<file path="src/rtl/fifo_rd_stream.sv">
// fifo_rd_stream: read-side adapter between a synchronous FIFO and a
// valid/ready stream. A 3-entry prefetch buffer hides the FIFO's one-cycle
// read latency so one word per cycle is sustained. fifo_ren depends only on
// local registers and fifo_empty, never on m_ready.
//
// Optional feature: define FIFO_RD_STREAM_LAST_EN to build the beat counter
// that drives m_last every PKT_LEN beats. Without it m_last is tied low and
// the data path is unchanged.
module fifo_rd_stream #(
    parameter int WIDTH_FIFO = 8,
    parameter int PKT_LEN    = 16,
    parameter int CNT_W      = 16
) (
    input  logic                  clk,
    input  logic                  rst,
    input  logic                  fifo_empty,
    output logic                  fifo_ren,
    input  logic [WIDTH_FIFO-1:0] fifo_rdata,
    output logic                  m_valid,
    input  logic                  m_ready,
    output logic [WIDTH_FIFO-1:0] m_data,
    output logic                  m_last
);

    // PKT_LEN must fit in the beat counter and stay within 1..65535.
    localparam bit CFG_OK = (PKT_LEN >= 1) && (PKT_LEN <= 65535) &&
                            ((CNT_W >= 32) || ((64'd1 << CNT_W) >= 64'(PKT_LEN)));

    generate
        if (!CFG_OK) begin : g_bad_cfg
            $error("fifo_rd_stream: PKT_LEN out of range or CNT_W too narrow");
        end
    endgenerate

    logic [WIDTH_FIFO-1:0] buf_mem [3];
    logic [1:0]            head;
    logic [1:0]            tail;
    logic [1:0]            occ;
    logic                  inflight;
    logic [2:0]            level;
    logic                  rd_accept;
    logic                  push;
    logic                  pop;

    // Circular pointer increment over the three buffer slots.
    function automatic logic [1:0] ptr_inc(input logic [1:0] p);
        return (p == 2'd2) ? 2'd0 : p + 2'd1;
    endfunction

    // Words already held plus the word on its way back from the FIFO.
    always_comb begin
        level = {1'b0, occ} + {2'b0, inflight};
    end

    // Only request when the returning word is guaranteed a free slot.
    assign fifo_ren  = !rst && !fifo_empty && (level < 3'd3);
    assign rd_accept = fifo_ren && !fifo_empty;
    assign push      = inflight;
    assign pop       = m_valid && m_ready;

    assign m_valid = (occ != 2'd0);
    assign m_data  = buf_mem[head];

    // Pointer, occupancy and in-flight tracking; an in-flight word is dropped on reset.
    always_ff @(posedge clk) begin
        if (rst) begin
            inflight <= 1'b0;
            head     <= 2'd0;
            tail     <= 2'd0;
            occ      <= 2'd0;
        end else begin
            inflight <= rd_accept;
            if (push) begin
                tail <= ptr_inc(tail);
            end
            if (pop) begin
                head <= ptr_inc(head);
            end
            case ({push, pop})
                2'b10:   occ <= occ + 2'd1;
                2'b01:   occ <= occ - 2'd1;
                default: occ <= occ;
            endcase
        end
    end

    // Capture returning FIFO data at the tail; cleared so m_data reads 0 after reset.
    always_ff @(posedge clk) begin
        if (rst) begin
            for (int i = 0; i < 3; i++) begin
                buf_mem[i] <= '0;
            end
        end else if (push) begin
            buf_mem[tail] <= fifo_rdata;
        end
    end

`ifdef FIFO_RD_STREAM_LAST_EN
    localparam logic [CNT_W-1:0] CNT_MAX = CNT_W'(PKT_LEN - 1);

    logic [CNT_W-1:0] cnt;

    // Beat position within the packet, advanced on every handshake.
    always_ff @(posedge clk) begin
        if (rst) begin
            cnt <= '0;
        end else if (pop) begin
            cnt <= (cnt == CNT_MAX) ? '0 : cnt + CNT_W'(1);
        end
    end

    assign m_last = m_valid && (cnt == CNT_MAX);
`else
    assign m_last = 1'b0;
`endif

endmodule

</file>
<file path="config.mk">
export PLATFORM = sky130hd
export DESIGN_NAME = fifo_rd_stream
export DESIGN_NICKNAME = d
export VERILOG_FILES = /design/src/rtl/fifo_rd_stream.sv
export SDC_FILE = /design/constraint.sdc
export NUM_CORES = 1
export LEC_CHECK = 0
export ABC_AREA = 0
export BUFFER_PORTS_ARGS = -buffer_cell sky130_fd_sc_hd__buf_2
export CAP_MARGIN = 40
export CORE_ASPECT_RATIO = 0.5
export CORE_MARGIN = 1
export CORE_UTILIZATION = 55
export DETAILED_ROUTE_END_ITERATION = 10
export GPL_TIMING_DRIVEN = 0
export PLACE_DENSITY_LB_ADDON = 0.2
export SETUP_SLACK_MARGIN = 0.5
export SLEW_MARGIN = 25
export SYNTH_ARGS = -nofsm -noshare
export SYNTH_HDL_FRONTEND = slang
export SYNTH_SLANG_ARGS = --single-unit
</file>
<file path="constraint.sdc">
create_clock -name clk -period 1.8 [get_ports clk]
set_input_delay 0.45 -clock clk [delete_from_list [all_inputs] [get_ports clk]]
set_output_delay 0.45 -clock clk [all_outputs]
set_load 0.01 [all_outputs]
</file>
==> results of run 1 <==
## stage by stage
stage	cells	instance area [µm²]	utilization [%]	hold slack (ps)	setup TNS (ps)
4_1_cts	189	2230	79.70	360.7	-654.9
6_report	191	2307	82.47	368.4	-631.7
5_1_grt	191	2307	82.47	358.5	-1119
3_3_place_gp	173	1968	70.35	458.6	0
3_5_place_dp	174	1976	70.62	465.8	0
2_1_floorplan	115	1817	-	444.5	0
## cell families (layout without fill, tap and decap cells)
| logic type | Yosys count | after routing | synth area share [%] |
|---|---|---|---|
| other cells | 1 | 1 | 0.2153 |
| fa+ha+maj | 3 | 3 | 2.155 |
| mux | 9 | 9 | 10.99 |
| xor+xnor | 2 | 2 | 1.006 |
| compound gates | 10 | 10 | 3.807 |
| buf+inv | 7 | 46 | 1.795 |
| flops | 41 | 41 | 65.52 |
| simple gates | 42 | 42 | 14.51 |
## worst reg2reg max path, stage by stage, from the launching register on
cell and delay, ps:
dfxtp_4 360, buf_4 130, buf_6 100, buf_6 100
buf_6 110, o21ai_4 160, inv_2 60, ha_4 240
or3_1 360, a21oi_1 120
## placed cells by master (no fill, tap or decap), drive strengths merged, types with 2 or more instances in the layout
cell type and n:
a2111oi 2, nand2 4, a21oi 4, nand2b 4, nor2 4, inv 3
dfxtp 9, o21bai 2, mux4 8, or3 2, and2 24, ha 3
nor3 2, buf 35, clkbuf 6, edfxtp 32, o21ai 2
## cell usage after synthesis
master     instances
a2111oi_0          2
a21oi_1            4
and2_1            24
buf_1              1
buf_2              1
buf_4              1
clkbuf_1           1
conb_1             1
dfxtp_1            9
edfxtp_1          32
ha_1               3
inv_1              2
inv_2              1
mux2_1             1
mux4_2             8
nand2_1            4
nand2b_1           4
nor2_1             4
nor3_2             2
o21ai_0            1
o21ai_2            1
o21bai_1           2
or2_1              1
or3_1              2
or3b_1             1
xnor2_1            1
xor2_1             1
## how the worst min path moves through the flow
| stage | endpoint | depth (start not counted) |
|---|---|---|
| 2_1_floorplan | tail[0] | 2 |
| 3_3_place_gp | tail[0] | 2 |
| 3_5_place_dp | tail[0] | 2 |
| 4_1_cts | buf_mem[3][2] | 1 |
| 5_1_grt | buf_mem[3][2] | 1 |
| 6_report | buf_mem[3][2] | 1 |
## repair_timing
action / 4_1_cts / 5_1_grt
setup endpoints to repair: 32 / 58
setup buffers: 7 / 2
endpoints found under the hold margin: 0 / 0
pin swaps: 9 / 5
resized for setup: 23 / 14
## final cells by class
cell class | instances | area (µm²) | area share (%)
Timing Repair Buffer | 31 | 220.2 | 9.544
Multi-Input combinational cell | 67 | 733.2 | 31.78
Inverter | 3 | 11.26 | 0.4881
Clock inverter | 2 | 33.78 | 1.464
Tap cell | 37 | 46.29 | 2.007
Sequential cell | 41 | 1152 | 49.95
Clock buffer | 6 | 72.57 | 3.145
Buffer | 4 | 37.54 | 1.627
## report_power, final
part / switching (mW) / leakage, nW / internal [mW]
logic: 0.328 / 0.422 / 0.469
clock network: 0.298 / 0.0528 / 0.409
registers: 0.0569 / 0.398 / 1.11
total: 0.683 / 0.874 / 1.99
## sequential cells by signal (all words and copies together), names as in the netlist, named ones only
name,count
tail,2
inflight,1
occ,2
buf_mem,32
head,2
## layer usage
layer / wire [µm] / share of wire (%) / vias up / global-route usage [%]
li1: - / - / 493 / -
met1: 1333 / 40 / 519 / 25.59
met2: 1754 / 53 / 31 / 39.00
met3: 162 / 4.9 / 9 / 6.154
met4: 63 / 1.9 / 0 / 5.614
met5: 0 / 0 / - / 0
==> impl_metrics.ini, run 1 <==
[critical_path]
cpMostUsedCell = ha_4
endpoint = fifo_ren
path_class = register to primary output
worstReg2RegEnd = occ[1]
path_max_fanout = 2
critPathLaunch = occ[0]
crit_cells = 4
slowest_delay_ps = 360
reg2reg_slack_ps = -20
rr_worst_depth = 9
cp_slowest_cell = dfxtp_4
cp.buffers_inverters = 1
crit_required_ps = 1350
path_cells = ha_4, ha_4, a2111oi_4, buf_2
regToRegStartpoint = occ[0]
crit_family = adder cells
worstSetupStartpointType = register
critPathCaptureType = primary output
arrival_ps = 1450

[clock_network]
numCtsBuffers = 5
clk_pin_slew_ps = 80
cts-htree-levels = 2
cts_root_buf = clkbuf_8
cts_tree = done
clk_latency_ps = 280
cts_hold_buf = 0
clock_path_buffers = 2
cts.sinks = 41

[die]
dieHeight_um = 41.79
die_w_um = 81.58
rows = 13
fp.dieArea_um2 = 3409
core_um2 = 2798
io_pins = 23
start_util_pct = 62.25

[yosys]
avgSynthCellArea_um2 = 15.14
synth_warnings = 0
synth.top_cell.area_share_pct = 55.17
synthTopCellsByArea = edfxtp_1 55%, dfxtp_1 10%, mux4_2 10%
synth_nets = 130
synth_seq_cells = 41
synth-seq-area-share_pct = 65.52
syn-cell-area_um2 = 1742
synth_top_area_cell = edfxtp_1
synthDistinctLibCells = 27
syn_inst = 115

[sta]
maxClockFrequency_mhz = 525.8
setup_violations = 11
finalMaxSlewViolations = 0
setup_ws_ps = -101.9
fin_worst_skew_ps = 3.982
hold_viol = 0
post-route-period-util_pct = 105.7
rsz0062_at_grt = true
period_needed_ps = 1902

[finish]
antenna_cells = 0
drive_gt1_share_pct = 50.00
nets = 168
num-fill-cells = 149
area_growth_pct = 32.47

[grt]
overflow = 0
grt_antenna_before_repair = 0
grt_pass1_vias = 1054
grt_max_degree = 13
grt_util_all_layers_pct = 21.72
grt_pass1_wl_um = 5168

[power]
power.leakage_nw = 0.8736
pwr_density_cell_nw_per_um2 = 1158
p_total_mw = 2.671
ir_worst_vdd_mv = 1.027

[hold_path]
hp-start = fifo_rdata[2]
hold_path_class = input pin to register

[placed_design]
post-dp-hpwl_um = 2081
place.gp.congestion = 0.6989
pre_cts_slack_ps = 118.9
io_buffers = 21

[routing]
vias_per_cell = 5.508
dr.pass1.iters = 4
ant_nets = 0
drc = 0
routed_wl_um = 3314
vias = 1052
drtIter0Drc = 56
wl_per_cell_um = 17.35

[flow_run]
max-cap-violations = 0

[run_status]
violations = negative setup slack
outcome = finished, violations left
No activity file was read; power rests on OpenSTA's default activity.
==> inputs of run 2 (changes only) <==
- SETUP_SLACK_MARGIN: 0.5 -> unset
- SKIP_CTS_REPAIR_TIMING: unset -> 1
==> run 2 against run 1 <==
The run still ends with negative setup slack left. Count of clock-buffer cells in the layout is 2 higher. Die area unchanged. Fmax shrank 1.2%. Global-route usage is 1.8 points lower. Combinational power fell by 28%. Critical path depth stayed put. Sequential share of layout area grew 5.2 points. Register-to-register slack gained 170 ps. Critical path type unchanged. Largest power group unchanged. Utilization shrank 8.0 points. Clock power fell by 20%. Worst setup slack got worse by 23 ps.
==> impl_metrics.ini, run 2 (synthesized netlist as in run 1, its figures left out) <==
[die]
start_util_pct = 62.25
io_pins = 23
fp.dieArea_um2 = 3409
dieHeight_um = 41.79
rows = 13
core_um2 = 2798
die_w_um = 81.58

[critical_path]
cpMostUsedCell = ha_4
rr_worst_depth = 6
crit_required_ps = 1350
slowest_delay_ps = 370
worstSetupStartpointType = register
cp_slowest_cell = dfxtp_4
path_class = register to primary output
worstReg2RegEnd = occ[1]
endpoint = fifo_ren
critPathCaptureType = primary output
arrival_ps = 1470
path_max_fanout = 5
regToRegStartpoint = occ[0]
reg2reg_slack_ps = 150
path_cells = ha_4, ha_4, a2111oi_4, buf_2
critPathLaunch = inflight

[sta]
maxClockFrequency_mhz = 519.6
setup_tns_ps = -570.3
post-route-period-util_pct = 106.9
setup_ws_ps = -124.5
fin_worst_skew_ps = 7.164
setup_violations = 9
rsz0062_at_grt = true
finalMaxSlewViolations = 0
slew_headroom_pct = 48.43
period_needed_ps = 1925
hold_viol = 0
tightest_slew_ps = 770.7

[finish]
num-fill-cells = 172
nets = 161
post-route-cell-area_um2 = 2083
layout_common_cells = 32 x edfxtp_1, 24 x and2_1, 19 x buf_2
area_growth_pct = 19.61
antenna_cells = 0
largest_register = buf_mem
final_common_cell = edfxtp_1
largest_reg_flops = 32
drive_gt1_share_pct = 34.01

[power]
switchingPower_uw = 605.6
sequentialPowerShare_pct = 50.5
p_int_mw = 1.711
power.leakage_nw = 0.7755
ir_worst_vdd_mv = 0.7153
pwr_density_cell_nw_per_um2 = 1112
swShare_pct = 26.14
p_comb_share_pct = 24.9
p_clk_share_pct = 24.6

[placed_design]
dpl_cell_area_um2 = 1899
place.gp.congestion = 0.6802
pre_cts_slack_ps = -49.82
post-dp-hpwl_um = 1980
io_buffers = 21

[grt]
grt_max_degree = 12
grt_pass1_wl_um = 4657
grt_util_all_layers_pct = 19.93
grt_pass1_vias = 941
overflow = 0
grt_antenna_before_repair = 0

[clock_network]
clk_latency_ps = 290
cts_tree = done
cts.sinks = 41
clock_path_buffers = 2
cts-htree-levels = 2
numCtsBuffers = 5
clk_pin_slew_ps = 80
cts_root_buf = clkbuf_8

[routing]
wl_per_cell_um = 16.22
ant_nets = 0
wl_met2_um = 1435
vias_per_cell = 5.359
drtIter0Drc = 65
wl_met3_um = 100
drc = 0
m1WireLength_um = 1410
vias = 986
top_layer_used = met4
dr.pass1.iters = 4
routed_wl_um = 2984

[run_status]
violations = negative setup slack
outcome = finished, violations left

[flow_run]
max-cap-violations = 0

[hold_path]
hold_path_class = input pin to register
run 2: cell type report:
cell class,instances,area (µm²),share of cell area [%]
sequential,41,1150,55.20
multi-input combinational,67,613.1,29.43
buffer,3,31.28,1.502
timing repair buffer,25,151.4,7.267
tap,37,46.29,2.222
clock buffer,8,80.08,3.844
inverter,3,11.26,0.5405
run 2: worst min-delay path by stage:
| stage | slack [ps] | cells after the start | start | endpoint |
|---|---|---|---|---|
| after CTS | 350 | 2 | fifo_empty | inflight |
| after global routing | 370 | 1 | fifo_rdata[7] | buf_mem[3][7] |
| after floorplan | 440 | 2 | tail[0] | tail[0] |
| after global placement | 460 | 2 | tail[0] | tail[0] |
| after detailed placement | 470 | 2 | tail[0] | tail[0] |
| final | 370 | 1 | fifo_rdata[7] | buf_mem[3][7] |
run 2: through the flow:
step / power, mW / util [%] / hold WS [ps] / cells
CTS: 2.184 / 70.75 / 353.7 / 181
floorplan: 1.488 / - / 444.5 / 115
global placement: 1.610 / 67.89 / 461.0 / 173
finish: 2.317 / 74.46 / 371.5 / 184
detailed placement: 1.624 / 67.89 / 474.5 / 173
global route: 2.424 / 74.46 / 367.8 / 184
run 2: power by group through the flow:
stage | Combinational (mW) | Clock [mW] | Sequential (mW)
after floorplan | 0.331 | 0 | 1.16
after global placement | 0.442 | 0 | 1.17
after detailed placement | 0.452 | 0 | 1.17
after CTS | 0.454 | 0.578 | 1.15
after global routing | 0.631 | 0.612 | 1.18
final | 0.577 | 0.569 | 1.17
run 2: routing by layer:
metal / vias to the layer above / global-route usage, %
met2: 21 / 29.83
li1: 484 / -
met3: 4 / 7.253
met4: 0 / 7.719
met1: 477 / 26.64
met5: - / 0
run 2: critical path, delay by kind of cell, from the launching register on:
family / cells / cell delay (ps)
adders and majority gates: 2 / 380
DFF: 1 / 370
AOI/OAI and AO/OA: 1 / 260
buffers and inverters: 1 / 170
